<file path="src/rtl/vx_cta_dispatch_mq.sv">
// vx_cta_dispatch_mq
//   Queues CTA descriptors and hands their warps one at a time to free warp
//   slots. A warp slot is free when it is neither running (active_warps) nor
//   claimed by a dispatch the scheduler has not yet retired. A claim ends on
//   the cycle the slot's active bit falls 1->0.
//
// Ports
//   clk, reset        : clock, synchronous active-low reset
//   req_*             : CTA descriptor valid/ready push interface
//   active_warps      : per-slot running flags from the warp scheduler
//   sched_valid/_wid  : one-cycle dispatch pulse and the slot it targets
//   pc .. tmask       : per-slot start state, updated only when dispatched
//   queue_count, busy : queue occupancy, activity flag

module vx_cta_dispatch_mq #(
  parameter int unsigned NUM_WARPS   = 4,
  parameter int unsigned NUM_THREADS = 4,
  parameter int unsigned XLEN        = 32,
  parameter int unsigned QUEUE_DEPTH = 4,
  parameter int unsigned NWC_W       = 8,
  localparam int unsigned WID_W      = (NUM_WARPS > 1) ? $clog2(NUM_WARPS) : 1,
  localparam int unsigned QA_W       = $clog2(QUEUE_DEPTH),
  localparam int unsigned QC_W       = QA_W + 1
) (
  input  logic                                    clk,
  input  logic                                    reset,

  input  logic                                    req_valid,
  output logic                                    req_ready,
  input  logic [XLEN-1:0]                         req_pc,
  input  logic [XLEN-1:0]                         req_param,
  input  logic [31:0]                             req_cta_x,
  input  logic [31:0]                             req_cta_y,
  input  logic [31:0]                             req_cta_z,
  input  logic [31:0]                             req_cta_id,
  input  logic [NWC_W-1:0]                        req_num_warps,
  input  logic [NUM_THREADS-1:0]                  req_remain_mask,

  input  logic [NUM_WARPS-1:0]                    active_warps,

  output logic                                    sched_valid,
  output logic [WID_W-1:0]                        sched_wid,
  output logic [NUM_WARPS-1:0][XLEN-1:0]          pc,
  output logic [NUM_WARPS-1:0][XLEN-1:0]          param,
  output logic [NUM_WARPS-1:0][31:0]              cta_x,
  output logic [NUM_WARPS-1:0][31:0]              cta_y,
  output logic [NUM_WARPS-1:0][31:0]              cta_z,
  output logic [NUM_WARPS-1:0][31:0]              cta_id,
  output logic [NUM_WARPS-1:0][NWC_W-1:0]         warp_in_cta,
  output logic [NUM_WARPS-1:0][NUM_THREADS-1:0]   tmask,
  output logic [QC_W-1:0]                         queue_count,
  output logic                                    busy
);

  typedef struct packed {
    logic [XLEN-1:0]        pc;
    logic [XLEN-1:0]        param;
    logic [31:0]            cta_x;
    logic [31:0]            cta_y;
    logic [31:0]            cta_z;
    logic [31:0]            cta_id;
    logic [NWC_W-1:0]       num_warps;
    logic [NUM_THREADS-1:0] remain_mask;
  } desc_t;

  typedef enum logic {
    IDLE     = 1'b0,
    DISPATCH = 1'b1
  } state_t;

  state_t                 state_q, state_d;
  desc_t                  fifo_q [QUEUE_DEPTH];
  desc_t                  cur_q;
  desc_t                  desc_in_c;
  logic [QA_W-1:0]        wr_ptr_q, rd_ptr_q;
  logic [QC_W-1:0]        count_d;
  logic [NWC_W-1:0]       k_q;
  logic [NUM_WARPS-1:0]   claimed_q, active_prev_q;
  logic [NUM_WARPS-1:0]   free_c, retire_c, disp_onehot_c;
  logic [WID_W-1:0]       sel_c;
  logic                   any_free_c, is_last_c;
  logic                   push_c, pop_c, dispatch_c;

  // Incoming descriptor bundle
  always_comb begin
    desc_in_c             = '0;
    desc_in_c.pc          = req_pc;
    desc_in_c.param       = req_param;
    desc_in_c.cta_x       = req_cta_x;
    desc_in_c.cta_y       = req_cta_y;
    desc_in_c.cta_z       = req_cta_z;
    desc_in_c.cta_id      = req_cta_id;
    desc_in_c.num_warps   = req_num_warps;
    desc_in_c.remain_mask = req_remain_mask;
  end

  // Slot availability and lowest-index free slot
  always_comb begin
    retire_c   = active_prev_q & ~active_warps;
    free_c     = ~(active_warps | claimed_q);
    sel_c      = '0;
    any_free_c = 1'b0;
    for (int i = 0; i < NUM_WARPS; i++) begin
      if (free_c[i] && !any_free_c) begin
        sel_c      = WID_W'(i);
        any_free_c = 1'b1;
      end
    end
    is_last_c = (k_q == (cur_q.num_warps - NWC_W'(1)));
  end

  // Next-state and control; the queue is only drained from IDLE
  always_comb begin
    state_d    = state_q;
    pop_c      = 1'b0;
    dispatch_c = 1'b0;
    push_c     = req_valid && req_ready;
    case (state_q)
      IDLE: begin
        if (queue_count != '0) begin
          pop_c = 1'b1;
          // Zero-warp CTAs are dropped on the pop itself
          if (fifo_q[rd_ptr_q].num_warps != '0) begin
            state_d = DISPATCH;
          end
        end
      end
      DISPATCH: begin
        if (any_free_c) begin
          dispatch_c = 1'b1;
          if (is_last_c) begin
            state_d = IDLE;
          end
        end
      end
      default: state_d = IDLE;
    endcase
  end

  // Occupancy after this cycle's push/pop
  always_comb begin
    count_d = queue_count;
    case ({push_c, pop_c})
      2'b10:   count_d = queue_count + QC_W'(1);
      2'b01:   count_d = queue_count - QC_W'(1);
      default: count_d = queue_count;
    endcase
  end

  always_comb begin
    disp_onehot_c = '0;
    if (dispatch_c) begin
      disp_onehot_c[sel_c] = 1'b1;
    end
  end

  // Descriptor storage; validity is tracked by pointers and count only
  always_ff @(posedge clk) begin
    if (push_c) begin
      fifo_q[wr_ptr_q] <= desc_in_c;
    end
  end

  // Control state, queue pointers, status outputs
  always_ff @(posedge clk) begin
    if (!reset) begin
      state_q       <= IDLE;
      wr_ptr_q      <= '0;
      rd_ptr_q      <= '0;
      queue_count   <= '0;
      req_ready     <= 1'b1;
      busy          <= 1'b0;
      cur_q         <= '0;
      k_q           <= '0;
      claimed_q     <= '0;
      active_prev_q <= '0;
    end else begin
      state_q       <= state_d;
      queue_count   <= count_d;
      req_ready     <= (count_d < QC_W'(QUEUE_DEPTH));
      busy          <= (count_d != '0) || (state_d != IDLE);
      active_prev_q <= active_warps;
      // A dispatch wins over a retirement landing on the same slot
      claimed_q     <= (claimed_q & ~retire_c) | disp_onehot_c;
      if (push_c) begin
        wr_ptr_q <= wr_ptr_q + QA_W'(1);
      end
      if (pop_c) begin
        rd_ptr_q <= rd_ptr_q + QA_W'(1);
        cur_q    <= fifo_q[rd_ptr_q];
        k_q      <= '0;
      end else if (dispatch_c) begin
        k_q <= k_q + NWC_W'(1);
      end
    end
  end

  // Per-slot start state, written only for the slot being dispatched
  always_ff @(posedge clk) begin
    if (!reset) begin
      sched_valid <= 1'b0;
      sched_wid   <= '0;
      pc          <= '0;
      param       <= '0;
      cta_x       <= '0;
      cta_y       <= '0;
      cta_z       <= '0;
      cta_id      <= '0;
      warp_in_cta <= '0;
      tmask       <= '0;
    end else begin
      sched_valid <= dispatch_c;
      if (dispatch_c) begin
        sched_wid          <= sel_c;
        pc[sel_c]          <= cur_q.pc;
        param[sel_c]       <= cur_q.param;
        cta_x[sel_c]       <= cur_q.cta_x;
        cta_y[sel_c]       <= cur_q.cta_y;
        cta_z[sel_c]       <= cur_q.cta_z;
        cta_id[sel_c]      <= cur_q.cta_id;
        warp_in_cta[sel_c] <= k_q;
        tmask[sel_c]       <= is_last_c ? cur_q.remain_mask : '1;
      end
    end
  end

endmodule
</file>
<file path="config.mk">
export PLATFORM = sky130hd
export DESIGN_NAME = vx_cta_dispatch_mq
export DESIGN_NICKNAME = d
export VERILOG_FILES = /design/src/rtl/vx_cta_dispatch_mq.sv
export SDC_FILE = /design/constraint.sdc
export NUM_CORES = 2
export LEC_CHECK = 0
export CAP_MARGIN = 20
export CORE_AREA = 2 2 409 411
export DETAILED_ROUTE_END_ITERATION = 10
export DIE_AREA = 0 0 411 413
export GPL_ROUTABILITY_DRIVEN = 0
export SETUP_SLACK_MARGIN = 0.05
export SLEW_MARGIN = 25
export SYNTH_ARGS = -nofsm -noshare
export SYNTH_HDL_FRONTEND = slang
export SYNTH_SLANG_ARGS = --single-unit
export TNS_END_PERCENT = 50
</file>
<file path="constraint.sdc">
create_clock -name clk -period 7.2 [get_ports clk]
set_input_delay 1.44 -clock clk [delete_from_list [all_inputs] [get_ports clk]]
set_output_delay 1.44 -clock clk [all_outputs]
set_load 0.01 [all_outputs]
</file>
# Yosys cells after proc, flatten, opt, wreduce, memory -nomap -nowiden
# Memories as Yosys holds them, arrays and structs flattened. A register that Yosys moved wholly into a read port is not among the register bits.
# Cells that the tools add are included.
# W data, S select, Z words.
# classes
addsub	6
n_mul	0
div_mod_pow	0
order_cmp	3
n_eq_ne	3
n_shift	0
n_mux	39
n_bitwise	9
n_reduce_logical	13
# ops
op	n
$bwmux W128	6
$demux W32 S2	1
$bwmux W32	1
$mux W32	1
$bwmux W16	1
$demux W8 S2	1
$mux W1	16
$mux W4	3
$not A4 Y4	3
$add A8 B1 Y8 const B	1
$and A4 B4 Y4	2
$demux W4 S2	1
$eq A8 B8 Y1	1
$mux W2	4
$mux W8	1
$or A4 B4 Y4	2
$reduce_bool A8 Y1	1
$sub A8 B1 Y8 const B	1
$pmux W3 S2	1
$reduce_bool A3 Y1	2
$logic_and A1 B1 Y1	5
$add A2 B1 Y2 const B	2
$add A3 B1 Y3 const B	1
$logic_not A1 Y1	3
other kinds (11)	12
# totals
register_bits	1049
latch_bits	0
mem_bits_rw	816
rom_bits	0
input_bits	211
output_inout_bits	824
word_cells	125
mem_count	1
# memory_table
name	words	word_bits	read_ports	rd_clocked_by_memory_dff	wr	line	source
fifo_q	4	204	1	1	1	72	desc_t fifo_q [QUEUE_DEPTH];

# Depth between registers and ports, before layout
# depth
ltp_word	18
depth_mapped	13
depth_no_buf	11

# Worst setup path before layout
# OpenSTA, ideal clock, no wires.
# synth_timing
path_kind	input to register
start	input port req_valid
end	memory fifo_q[0][0] (netlist name), enable pin
setup_ps	591
arrival_ps	6149
t_required_ps	6609
setup_slack_ps	460
stages	1
n_path_buf	0
cell_sequence	and3_1
# synth_via
elab_chain_len	3
# synth_lines
item	line	source
from (decl)	28	input logic req_valid,
$logic_and A1 B1 Y1	117	push_c = req_valid && req_ready;
$mux W1	159	if (push_c) begin
$mux W1 (not written as such)	160	fifo_q[wr_ptr_q] <= desc_in_c;
to (decl)	72	
# Every way passes these cells.

# Worst setup path in the final report
# layout_timing
start	input port active_warps[1]
end	register tmask[8] (netlist name)
# layout_via
elab_chain_len	15
elab_cells_between_ends	21
classes_between	2 x order compare; 11 x mux; 2 x bitwise; 6 x reduce/logical
# layout_lines
item	line	source
from (decl)	39	input logic [NUM_WARPS-1:0] active_warps,
$or A4 B4 Y4 (*)	100	free_c = ~(active_warps | claimed_q);
$not A4 Y4 (*)	100	
$logic_and A1 B1 Y1 (*)	104	if (free_c[i] && !any_free_c) begin
$mux W1	104	
$logic_not A1 Y1	104	
$logic_and A1 B1 Y1	104	
$mux W1	104	
$logic_not A1 Y1	104	
$logic_and A1 B1 Y1	104	
$mux W2	104	
$lt A2 B3 Y1 (not written as such) or $ge A2 B1 Y1 (tied branches)	222	tmask[sel_c] <= is_last_c ? cur_q.remain_mask : '1;
$logic_and A1 B1 Y1 (not written as such)	222	
$mux W4	222	
$demux W4 S2	222	
$bwmux W16	222	
to (signal, indexed assignment)	222	
to (decl)	50	output logic [NUM_WARPS-1:0][NUM_THREADS-1:0] tmask,
# Every way passes the cells marked *; elsewhere a longest branch is shown, timed or not.
# A chain may end at the register's enable or synchronous reset.

==> out/results.tsv <==
stage	metric	value	unit
cts	cts_resized	0	
cts	cts_made_buffers	194	
global_route	grt_pass1_vias	44199	
pwr	ir_drop	0.000498	V
floorplanning	die-area	170000	um^2
timing	setup-violations-final	0	
routing	drtIter0Drc	4139	
logic_synthesis	synth.yosys.warnings	0	
logic_synthesis	ys_async_sr_fraction	0	
global_route	grt_max_degree	174	
cts	root_buffer	clkbuf_16	
global_route	grt_pass1_wl	300000	um
critical_path	crit_start	active_warps[1]	
cts	clockBufferDepth	3	
timing	rsz0062_at_grt	false	
critical_path	slowest_stage	clkdlybuf4s50_1	
timing	hold_viol	0	
placed_design	dp_slack	2860	ps
final_layout	final_common_cell	nand2_1	
timing	fin_tns_setup	0	ps
timing	min_period	3470	ps
logic_synthesis	synthFlopType	dfxtp_1	
critical_path	worstRegToRegCells	7	
floorplanning	io_pins	1035	
min_path	holdCritPathClass	reg2reg	
logic_synthesis	synth_cell_type_count	48	
logic_synthesis	synthCells	5674	
critical_path	cp-start-kind	input pin	
routing	routed_wl	210000	um
global_route	antenna_found_initial	78	
final_layout	fin_nets	6783	
logic_synthesis	synth_top_area_frac	0.373	
pwr	total_power	0.0292	W
critical_path	worstPathCellList	clkdlybuf4s50_1, o22a_2, nand2_2, nor3_4, buf_12, buf_4, o21ai_0, a31oi_1	
critical_path	r2r-start	state_q	
cts	cts_setup_buffers	0	
floorplanning	initial_core_util	0.396	
logic_synthesis	ys_ff_latch	1867	
pwr	p_clk_frac	0.334	
final_layout	final_area	84200	um^2
timing	hold_ws	451	ps
routing	post_drt_wl_per_cell	23.3	um
final_layout	drive_gt1_frac	0.0831	
run_status	outcome	completed	
placed_design	place_hpwl	134000	um
timing	timing.fmax	288	MHz
floorplanning	die_h	413	um
pwr	p_int	0.0201	W
placed_design	place_area	77800	um^2
floorplanning	fp.dieW	411	um
logic_synthesis	yosysTopAreaCell	edfxtp_1	
global_route	grt_usage	0.239	
routing	vias	46473	
critical_path	crit_type	in2reg	
timing	fin_ws	3730	ps
pwr	swShare	0.313	
routing	route.detailed.drc	0	
critical_path	max_stage_delay	600	ps
flow_run	drv_cap	0	
timing	slew_headroom	0.268	
pwr	p_comb_frac	0.194	
routing	drt-pass1-iter-count	8	
pwr	seq_power_share	0.473	
cts	hold_buffers	0	
critical_path	endpoint	tmask[8]	
final_layout	fillers	14696	
logic_synthesis	synth-edff-count	816	
critical_path	r2r_slack	4030	ps
cts	cts_tree	built	
pwr	p_switching	0.00916	W
critical_path	crit_path_max_fanout	130	
floorplanning	core_area	166000	um^2
cts	clk_latency	830	ps
floorplanning	fp-row-count	150	
timing	min_period_over_period	0.482	
global_route	grt_remaining_overflow	0	
logic_synthesis	synthTopCellsByArea	edfxtp_1 (37%), dfxtp_1 (32%), nand2_1 (12%)	
logic_synthesis	netlist_area	65600	um^2
final_layout	syn2layout_area_growth	28.2	%
critical_path	end_kind	flop	
cts	h-tree-depth	4	
cts	clkSinkCount	1867	
timing	skew	28.6	ps
logic_synthesis	syn_area_per_cell	11.6	um^2
logic_synthesis	yosysSeqAreaShare	0.694	
timing	maxSlewViolCount	0	
critical_path	worstPathRequired	7950	ps
timing	worst_pin_slew	1100	ps
placed_design	port_buffers	1034	
final_layout	final_cell_mix	nand2_1 (2018), dfxtp_1 (1048), clkdlybuf4s50_1 (1034)	
cts	cts.clk_slew.worst_paths	60	ps
routing	ant_nets	0	
pwr	p_leak	26.9	nW
routing	drt-vias-per-instance	5.17	
pwr	p_per_area	347	nW/um^2
logic_synthesis	synthesis.nets	5893	
critical_path	crit_arrival	4220	ps
## Yosys cell counts (all sizes together) (2+ instances only)
cell type,count
nand2b,4
o21ai,20
a211oi,2
edfxtp,816
o22a,2
ha,7
nand2,2020
nor4,4
buf,138
and3,7
inv,15
nand3,7
a21oi,1013
xor2,16
mux4,204
nand4,3
nor3,5
nor3b,2
clkbuf,258
nor2,38
or4,3
dfxtp,1051
and2,4
a31oi,17
xnor2,5
## per-layer routing
| layer | vias up | routed length (um) | global-route usage |
|---|---|---|---|
| li1 | 21360 | - | - |
| met1 | 22928 | 84300 | 0.303 |
| met2 | 1738 | 99400 | 0.378 |
| met3 | 397 | 17600 | 0.0690 |
| met4 | 50 | 7980 | 0.112 |
| met5 | - | 330 | 0.00424 |
## power by group through the flow
stage	Combinational [W]	Clock, W	Sequential (W)
after floorplan	0.00378	0	0.0133
after global placement	0.00570	0	0.0140
after detailed placement	0.00576	0	0.0141
after CTS	0.00577	0.00992	0.0138
after global routing	0.00619	0.0103	0.0139
final	0.00566	0.00974	0.0138
## sequential cells by signal, indices dropped and copies added (netlist names), 3 cells and up, named ones only
register / cells
fifo_q: 816
cur_q: 204
cta_id: 128
cta_x: 128
cta_y: 128
cta_z: 128
param: 128
pc: 128
warp_in_cta: 32
tmask: 16
k_q: 8
active_prev_q: 4
claimed_q: 4
queue_count: 3
## critical path, delay by kind of cell
| kind | cells | cell delay [ps] |
|---|---|---|
| AOI/OAI and AO/OA | 3 | 600 |
| buffers and inverters | 3 | 1670 |
| and+or+nand+nor | 2 | 320 |
## logic make-up (layout without fill, tap and decap cells)
logic type / count (synthesis) / in the layout / share of synthesized area
AOI/OAI and AO/OA: 1061 / 1061 / 0.0820
xor gates and xnor gates: 21 / 21 / 0.00280
adders and majority gates: 8 / 8 / 0.00164
buffers and inverters: 411 / 1467 / 0.0273
DFF: 1867 / 1867 / 0.694
muxes: 205 / 205 / 0.0702
other: 0 / 50 / 0
and+or+nand+nor: 2101 / 2101 / 0.122
## through the flow
| stage | cells | utilization |
|---|---|---|
| 4_1_cts | 8933 | 0.506 |
| 6_report | 8984 | 0.507 |
| 3_5_place_dp | 8571 | 0.469 |
| 5_1_grt | 8972 | 0.507 |
| 2_1_floorplan | 5674 | - |
| 3_3_place_gp | 8571 | 0.469 |
## worst min path at each step
stage / from / end / slack (ps) / cells after the start
floorplan: cur_q[11] / cur_q[11] / 450 / 2
global placement: param[40] / param[40] / 440 / 2
detailed placement: cta_x[59] / cta_x[59] / 450 / 2
CTS: cta_x[59] / cta_x[59] / 450 / 2
global route: cta_id[99] / cta_id[99] / 460 / 2
finish: cta_x[61] / cta_x[61] / 450 / 2
## layout make-up
cell class / count / area, um^2 / share of cell area
Sequential cell: 1867 / 45600 / 0.541
Antenna cell: 50 / 125 / 0.00149
Clock buffer: 298 / 5670 / 0.0673
Clock inverter: 64 / 522 / 0.00620
Timing Repair Buffer: 1090 / 11100 / 0.132
Inverter: 15 / 71.3 / 0.000847
Multi-Input combinational cell: 3396 / 18400 / 0.218
Tap cell: 2204 / 2760 / 0.0328
No activity file was read; power rests on OpenSTA's default activity.
